===== src/rtl/ahb_slave_arbiter_pkg.sv =====
// Shared AHB encodings and arbiter state type for the slave-side arbiters.
package ahb_slave_arbiter_pkg;

    typedef enum logic [1:0] {
        TRANS_IDLE   = 2'b00,
        TRANS_BUSY   = 2'b01,
        TRANS_NONSEQ = 2'b10,
        TRANS_SEQ    = 2'b11
    } htrans_e;

    typedef enum logic [2:0] {
        BURST_SINGLE = 3'b000,
        BURST_INCR   = 3'b001,
        BURST_WRAP4  = 3'b010,
        BURST_INCR4  = 3'b011,
        BURST_WRAP8  = 3'b100,
        BURST_INCR8  = 3'b101,
        BURST_WRAP16 = 3'b110,
        BURST_INCR16 = 3'b111
    } hburst_e;

    typedef enum logic [1:0] {
        ARB_IDLE,
        ARB_OWN,
        ARB_BURST,
        ARB_HOLD
    } arb_state_e;

    // Fixed-length beat count; SINGLE and INCR report 1 since neither has a known length.
    function automatic logic [4:0] burst_beats(input hburst_e burst);
        case (burst)
            BURST_WRAP4,  BURST_INCR4:  burst_beats = 5'd4;
            BURST_WRAP8,  BURST_INCR8:  burst_beats = 5'd8;
            BURST_WRAP16, BURST_INCR16: burst_beats = 5'd16;
            default:                    burst_beats = 5'd1;
        endcase
    endfunction

endpackage


===== src/rtl/ahb_rr_picker.sv =====
// Combinational round-robin picker: one-hot grant to the first requester at or after
// index ptr, wrapping around; all-zero when nobody requests.
module ahb_rr_picker #(
    parameter int N     = 2,
    parameter int PTR_W = (N > 1) ? $clog2(N) : 1
) (
    input  logic [N-1:0]     req,
    input  logic [PTR_W-1:0] ptr,
    output logic [N-1:0]     grant
);

    logic             found;
    logic [PTR_W-1:0] idx;

    // NOTE: every variable written here gets a default first, so no path leaves one unassigned and no latch is inferred.
    always_comb begin
        grant = '0;
        found = 1'b0;
        idx   = '0;
        for (int k = 0; k < N; k++) begin
            idx = PTR_W'((int'(ptr) + k) % N);
            if (!found && req[idx]) begin
                grant[idx] = 1'b1;
                found      = 1'b1;
            end
        end
    end

endmodule


===== src/rtl/ahb_slave_arbiter.sv =====
// Per-slave AHB arbiter: round-robin address-phase owner with burst/INCR hold and a
// registered data-phase owner. Define AHB_ARB_LOCK_EN to keep HMASTLOCK sequences owned.
module ahb_slave_arbiter
    import ahb_slave_arbiter_pkg::*;
#(
    parameter int CHANNEL_NUM = 2,
    parameter int BEAT_W      = 4
) (
    input  logic                     HCLK,
    input  logic                     HRESET,
    input  logic [CHANNEL_NUM-1:0]   req,
    input  logic [2*CHANNEL_NUM-1:0] htrans,
    input  logic [3*CHANNEL_NUM-1:0] hburst,
    input  logic [CHANNEL_NUM-1:0]   hmastlock,
    input  logic                     hready_slv,
    output logic [CHANNEL_NUM-1:0]   addr_sel,
    output logic [CHANNEL_NUM-1:0]   data_sel,
    output logic [CHANNEL_NUM-1:0]   hwait
);

    localparam int PTR_W = (CHANNEL_NUM > 1) ? $clog2(CHANNEL_NUM) : 1;

    arb_state_e             state_q,    state_d;
    logic [CHANNEL_NUM-1:0] addr_sel_q, addr_sel_d;
    logic [CHANNEL_NUM-1:0] data_sel_q, data_sel_d;
    logic [BEAT_W-1:0]      cnt_q,      cnt_d;
    logic [PTR_W-1:0]       ptr_q,      ptr_d;

    htrans_e                own_trans;
    hburst_e                own_burst;
    logic                   start_keep, keep;
    arb_state_e             start_state, keep_state;
    logic [BEAT_W-1:0]      start_cnt,  keep_cnt;
    logic [CHANNEL_NUM-1:0] pick;
    logic [PTR_W-1:0]       pick_ptr;

    // ptr_q holds the highest-priority index, i.e. one past the last winner.
    ahb_rr_picker #(.N(CHANNEL_NUM), .PTR_W(PTR_W)) u_picker (
        .req   (req),
        .ptr   (ptr_q),
        .grant (pick)
    );

    always_comb begin
        pick_ptr = ptr_q;
        for (int i = 0; i < CHANNEL_NUM; i++) begin
            if (pick[i]) pick_ptr = PTR_W'((i + 1) % CHANNEL_NUM);
        end
    end

    always_comb begin
        own_trans = TRANS_IDLE;
        own_burst = BURST_SINGLE;
        for (int i = 0; i < CHANNEL_NUM; i++) begin
            if (addr_sel_q[i]) begin
                own_trans = htrans_e'(htrans[2*i +: 2]);
                own_burst = hburst_e'(hburst[3*i +: 3]);
            end
        end
    end

`ifdef AHB_ARB_LOCK_EN
    logic own_lock;
    assign own_lock = |(hmastlock & addr_sel_q);
`else
    logic lock_unused;
    assign lock_unused = ^hmastlock;
`endif

    // Hold decision for an owner starting a new transfer.
    always_comb begin
        start_keep  = 1'b0;
        start_state = ARB_OWN;
        start_cnt   = '0;
        if (own_trans == TRANS_NONSEQ && burst_beats(own_burst) > 5'd1) begin
            start_keep  = 1'b1;
            start_state = ARB_BURST;
            start_cnt   = BEAT_W'(burst_beats(own_burst) - 5'd1);
        end else if (own_burst == BURST_INCR && own_trans != TRANS_IDLE) begin
            start_keep  = 1'b1;
            start_state = ARB_HOLD;
        end else if (own_trans == TRANS_BUSY) begin
            start_keep  = 1'b1;
        end
    end

    always_comb begin
        state_d    = state_q;
        addr_sel_d = addr_sel_q;
        data_sel_d = data_sel_q;
        cnt_d      = cnt_q;
        ptr_d      = ptr_q;
        keep       = 1'b0;
        keep_state = state_q;
        keep_cnt   = cnt_q;

        case (state_q)
            ARB_OWN: begin
                keep       = start_keep;
                keep_state = start_state;
                keep_cnt   = start_cnt;
            end
            ARB_BURST: begin
                case (own_trans)
                    TRANS_SEQ: begin
                        keep     = (cnt_q != BEAT_W'(1));
                        keep_cnt = cnt_q - BEAT_W'(1);
                    end
                    TRANS_BUSY: keep = 1'b1;
                    TRANS_NONSEQ: begin
                        keep       = start_keep;
                        keep_state = start_state;
                        keep_cnt   = start_cnt;
                    end
                    default: keep = 1'b0;
                endcase
            end
            ARB_HOLD: begin
                keep = !(own_trans == TRANS_IDLE ||
                         (own_trans == TRANS_NONSEQ && own_burst != BURST_INCR));
            end
            default: keep = 1'b0;
        endcase

`ifdef AHB_ARB_LOCK_EN
        if (own_lock) begin
            keep       = 1'b1;
            keep_state = ARB_HOLD;
            keep_cnt   = '0;
        end
`endif

        // A slave wait state freezes every register.
        if (hready_slv) begin
            data_sel_d = (own_trans == TRANS_NONSEQ || own_trans == TRANS_SEQ) ? addr_sel_q : '0;
            if (keep) begin
                state_d = keep_state;
                cnt_d   = keep_cnt;
            end else begin
                cnt_d      = '0;
                addr_sel_d = pick;
                if (|pick) begin
                    state_d = ARB_OWN;
                    ptr_d   = pick_ptr;
                end else begin
                    state_d = ARB_IDLE;
                end
            end
        end
    end

    // NOTE: state is updated with non-blocking assignments so every flop samples the pre-edge values.
    always_ff @(posedge HCLK or posedge HRESET) begin
        if (HRESET) begin
            state_q    <= ARB_IDLE;
            addr_sel_q <= '0;
            data_sel_q <= '0;
            cnt_q      <= '0;
            ptr_q      <= '0;
        end else begin
            state_q    <= state_d;
            addr_sel_q <= addr_sel_d;
            data_sel_q <= data_sel_d;
            cnt_q      <= cnt_d;
            ptr_q      <= ptr_d;
        end
    end

    assign addr_sel = addr_sel_q;
    assign data_sel = data_sel_q;
    assign hwait    = req & ~addr_sel_q;

endmodule


===== config.mk =====
export PLATFORM = sky130hd
export DESIGN_NAME = ahb_slave_arbiter
export DESIGN_NICKNAME = d
export VERILOG_FILES = /design/src/rtl/ahb_slave_arbiter_pkg.sv /design/src/rtl/ahb_rr_picker.sv /design/src/rtl/ahb_slave_arbiter.sv
export SDC_FILE = /design/constraint.sdc
export NUM_CORES = 1
export LEC_CHECK = 0
export CAP_MARGIN = 30
export CORE_AREA = 2 2 61 63
export CTS_CLUSTER_DIAMETER = 40
export DETAILED_ROUTE_END_ITERATION = 10
export DIE_AREA = 0 0 63 65
export PLACE_DENSITY = 0.6
export SETUP_SLACK_MARGIN = 0.4
export SYNTH_ARGS = -nofsm -noshare
export SYNTH_HDL_FRONTEND = slang
export SYNTH_SLANG_ARGS = --single-unit

===== constraint.sdc =====
create_clock -name HCLK -period 3.2 [get_ports HCLK]
set_input_delay 0.96 -clock HCLK [delete_from_list [all_inputs] [get_ports HCLK]]
set_output_delay 0.96 -clock HCLK [all_outputs]
set_load 0.03 [all_outputs]

# --- After elaboration in Yosys (flattened, before gate mapping) ---
# Cells that the tools add are included.
op_classes:
  order_cmp: 5
  mux: 35
  bitwise: 4
  reduce_logical: 21
  eq_ne: 18
  addsub: 3
op_table:
  columns: ["op", "n"]
  rows:
  - ["2-bit two-way mux", 9]
  - ["4-bit case mux with 2 select lines", 2]
  - ["5-bit case mux with 3 select lines", 1]
  - ["1-bit two-way mux", 13]
  - ["3-bit equality test (second input constant)", 4]
  - ["4-bit two-way mux", 3]
  - ["2-bit equality test (second input constant)", 4]
  - ["2-bit OR reduction", 4]
  - ["4-bit by 1-bit subtractor with 4-bit output (second input constant)", 2]
  - ["3-bit by 2-bit equality test with 1-bit output (second input constant)", 2]
  - ["1-bit logical AND", 6]
  - ["3-bit two-way mux", 2]
  - ["3-bit by 1-bit inequality test with 1-bit output (second input constant)", 2]
  - ["1-bit case mux with 3 select lines", 2]
  - ["3-bit AND reduction", 2]
  - ["5-bit by 1-bit > comparator with 1-bit output (second input constant)", 1]
  - ["2-bit by 1-bit equality test with 1-bit output (second input constant)", 2]
  - ["1-bit by 2-bit less-than comparator with 1-bit output (second input constant)", 2]
  - ["4-bit by 1-bit inequality test with 1-bit output (second input constant)", 1]
  - ["4-bit inequality test (second input constant)", 1]
  - ["2-bit case mux with 2 select lines", 1]
  - ["4-bit AND reduction", 1]
  - ["2-bit nonzero test", 2]
  - ["3-bit by 1-bit equality test with 1-bit output (second input constant)", 1]
  - ["other kinds (12)", 16]
totals:
  ff_bits: 11
  elab_cells: 91
  output_inout_bits: 6
  in_bits: 17

# --- Logic depth before layout (Yosys ltp) ---
logic_depth:
  ltp_word: 13
  depth_mapped: 8
  depth_no_buf: 7

# --- Modules after synthesis ---
# Synthesis repeated with hierarchy kept, for this count alone.
unflattened:
  hier_cells: 105
  hier_area_um2: 935.9
modules_own_cells:
  columns: ["mod", "seq_area_each_um2", "cells_each", "area_each_um2", "instances"]
  rows:
  - ["ahb_slave_arbiter", 275.3, 102, 917.1, 1]
  - ["ahb_rr_picker", 0.0, 3, 18.8, 1]

# --- Worst setup path after synthesis ---
# OpenSTA, ideal clock, no wires.
synth_path:
  path_type: "input to register"
  startpoint: "input port hburst[5]"
  endpoint: "register addr_sel_q[0], in the netlist addr_sel[0]"
  cell_stages: 6
  setup_slack_ns: 0.610
  path_buffers: 0
  t_arrival_ns: 2.465
  required_time_ns: 3.075
  setup_ns: 0.125
  cell_sequence: "o21ai_0 > o21ai_1 > a311o_1 > a211o_1 > nand2_1 > mux2_2"
synth_via:
  elab_chain_len: 11
  word_cells_on_any_way: 25
  cone_classes: "1 x order compare; 8 x eq/ne; 6 x mux; 1 x bitwise; 9 x reduce/logical"
synth_lines:
  columns: ["item", "line_no", "source"]
  rows:
  - ["start, declared", "ahb_slave_arbiter.sv:13", "input logic [3*CHANNEL_NUM-1:0] hburst,"]
  - ["3-bit two-way mux (*)", "ahb_slave_arbiter.sv:55", "if (addr_sel_q[i]) begin"]
  - ["3-bit equality test / 3-bit by 2-bit equality test with 1-bit output (equally long branches)", "ahb_slave_arbiter_pkg.sv:31", "case (burst)"]
  - ["2-bit OR reduction", "ahb_slave_arbiter_pkg.sv:31", null]
  - ["5-bit case mux with 3 select lines", null, null]
  - ["5-bit by 1-bit > comparator with 1-bit output", "ahb_slave_arbiter.sv:75", "if (own_trans == TRANS_NONSEQ && burst_beats(own_burst) > 5'd1) begin"]
  - ["1-bit logical AND", "ahb_slave_arbiter.sv:75", null]
  - ["1-bit two-way mux", "ahb_slave_arbiter.sv:75", null]
  - ["1-bit case mux with 3 select lines", "ahb_slave_arbiter.sv:104", "case (own_trans)"]
  - ["1-bit case mux with 3 select lines (*)", "ahb_slave_arbiter.sv:97", "case (state_q)"]
  - ["1-bit inverter (no source line) (*)", null, null]
  - ["2-bit AND reduction (no source line) (*)", null, null]
  - ["end signal, assigned", "ahb_slave_arbiter.sv:162", "addr_sel_q <= addr_sel_d;"]
  - ["end, declared", "ahb_slave_arbiter.sv:24", "logic [CHANNEL_NUM-1:0] addr_sel_q, addr_sel_d;"]
# Mark *: on every way between the ends. The rest lies on a longest branch, timed or not.
# A chain may end at the register's enable or synchronous reset.

# --- Worst setup path in the final report ---
# Same ends and word-level chain as after synthesis.

==> results.ini <==
[global_routing]
grt_max_degree=20
antenna_found_initial=0
grt_usage_pct=12.7
overflow=0
grt_pass1_vias=936
grt_pass1_wl_mm=4.08

[place]
hpwlAfterDp_mm=1.80
preCtsSetupSlack_ps=31.3
gp_congestion=0.836
place.port_buffers=20
dp_cells=178

[finish]
register_area_um2=275
nFillCells=382
area_growth_pct=30.1
antennaDiodeCount=0
final_cells=182
layout-drive-gt1-share_pct=13.4
final_cell_mix=nand2_1, clkdlybuf4s50_1, dfrtp_1
final_common_cell=nand2_1
multiInputGateArea_um2=606
finalNetCount=154

[worst_setup_path]
slowest_delay_ps=460
r2r-end=addr_sel[0]
crit_buf_inv=1
crit_cells=7
crit_required_ps=3360
crit_chain=clkdlybuf4s50_1 -> o21ai_2 -> o21ai_1 -> a311o_1 -> a211o_1 -> nand2_1 -> mux2_2
crit_type=in2reg
r2r_start=addr_sel[1]
cp-end-kind=register
cp.arrival_ps=2910
crit_path_start_kind=input port
reg2regPathDepth=6
critPathTopFamily=compound AO/OA/AOI/OAI gates
r2r_slack_ps=900
cp_slowest_cell=clkdlybuf4s50_1
crit_fanout=4

[floorplan]
die_y_um=65
die_w_um=63
pin_count=23
row_count=22
start_util_pct=26.7
coreArea_um2=3500
die_area_um2=4100

[clock_tree]
clock-sinks=11
clock_path_buffers=2
clkSlewWorstSetupHoldPaths_ps=70
clock_latency_ps=270
cts-root-buf=clkbuf_4
cts_max_level=1
cts_setup_buffers=0
cts_tree=built
cts_buffers=3

[min_path]
min_to=cnt_q[1]
holdCritPathClass=reg2reg
hold_start=cnt_q[1]
whs_path_depth=2

[routing]
dr.first_iter.drc_count=45
routed-via-count=910
wirelength_mm=2.33
ant_nets=0
avgRoutedWirePerCell_um=12.8
route.detailed.drc=0
dr.pass1.iters=4
via_per_inst=5.00

[logic_synthesis]
synth-simple-area-share_pct=26.8
ys_seq_elements=11
netlist_instances=113
synth-warning-count=0
synthesis.nets=132
synth-edff-count=0
yosysSeqAreaShare_pct=29.5
synth_fa_ha_area_share_pct=2.68
synth_xor_xnor_area_share_pct=0.940
synth_ff_type=dfrtp_1
syn-cell-area_um2=932
async_flop_share_pct=100
synth_mux_area_share_pct=2.28
synth_area_per_cell_um2=8.25
synth_top_family_by_area=compound AO/OA/AOI/OAI gates
synth_cell_type_count=45
synth_compound_area_share_pct=31.5

[sta]
finalSetupViolCount=0
maxClockFrequency_mhz=364
finalMaxSlewViolations=0
fin_crit_sh_pct=85.8
rsz0062_at_grt=yes
relSlewSlack_pct=64.5
max_slew.worst_pin.slew_ps=533
skew_ps=4.53
setup_tns_ps=0
postLayoutSetupSlackWorst_ps=456
fin_crit_ps=2740
worst_hold_slack_ps=513
hold_violations=0

[power_and_ir_drop]
power.density_nw_per_um2=738
leakage_nw=0.485
peakVddDrop_mv=0.250

[run_status]
outcome=finished clean

[run]
cap_violations=0

## cell type report
class | count | share of cell area (%)
multi-input cells | 90 | 49.9
inverters | 6 | 1.86
well taps | 48 | 4.95
clock buffers | 4 | 2.17
flip-flops and latches | 11 | 22.7
repair buffers | 23 | 18.4
## cells in the mapped netlist (2+ instances only)
master,instances,area (um^2)
nand3_1,3,15.0
nor2_1,7,26.3
inv_1,6,22.5
clkbuf_1,3,11.3
a21oi_1,5,25.0
nor2b_1,4,25.0
o21a_1,6,45.0
nand2_1,18,67.6
ha_1,2,25.0
nand3b_1,2,15.0
dfrtp_1,11,275
a22o_1,3,26.3
o2bb2ai_1,2,17.5
o21ai_2,3,26.3
nor4bb_1,2,20.0
o31ai_1,2,15.0
o21ai_0,2,10.0
or3_1,2,12.5
and2_1,3,18.8
a211o_1,2,17.5
## what timing repair did
item,CTS,global route
resized for setup,1,4
hold buffers,0,0
setup endpoints to repair,6,8
pin swaps,0,1
## layer usage
layer | routed length, um | global-route usage [%] | part of all wire, % | up-vias
met5 | 0 | 0 | 0 | -
met4 | 57 | 7.50 | 2.5 | 0
met3 | 61 | 1.56 | 2.6 | 5
met2 | 1090 | 22.3 | 47 | 21
met1 | 1120 | 14.7 | 48 | 431
li1 | - | - | - | 453
## power breakdown
group	switching, mW	internal, mW
Sequential	0.0950	0.181
Clock	0.0472	0.0483
Combinational	0.270	0.252
Total	0.413	0.482
## cells by family after synthesis
| kind of cell | count (synthesis) |
|---|---|
| flip-flops | 11 |
| buffers and inverters | 12 |
| adder cells (fa/ha/maj) | 2 |
| XOR/XNOR | 1 |
| AO/OA/AOI/OAI | 38 |
| multiplexers | 2 |
| AND/OR/NAND/NOR | 47 |
## worst reg2reg max path: stages (launching register included)
cell and delay, ps:
dfrtp_1 580, nand2b_4 240, o2111a_1 230, a311o_1 330, a211o_1 350, nand2_1 130, mux2_2 340
## registers in the layout (all words and copies together), names as in the netlist
register	count
cnt_q	4
addr_sel	2
data_sel	2
state_q	2
ptr_q	1
## per-stage QoR
stage	utilization, %	total power [mW]	area, um^2
finish	34.7	0.895	1210
global placement	33.6	0.781	1170
global route	34.7	0.967	1210
floorplan	-	0.646	932
CTS	34.4	0.900	1200
detailed placement	33.6	0.795	1170
## worst max-delay path by stage
stage	from	end	slack, ps
5_1_grt	hburst[3]	addr_sel[0]	380
6_report	hburst[5]	addr_sel[0]	460
3_3_place_gp	hburst[5]	addr_sel[0]	100
4_1_cts	req[0]	hwait[0]	400
2_1_floorplan	hburst[5]	addr_sel[0]	610
3_5_place_dp	hburst[5]	addr_sel[0]	30
Power figures use the tool's default switching activity.
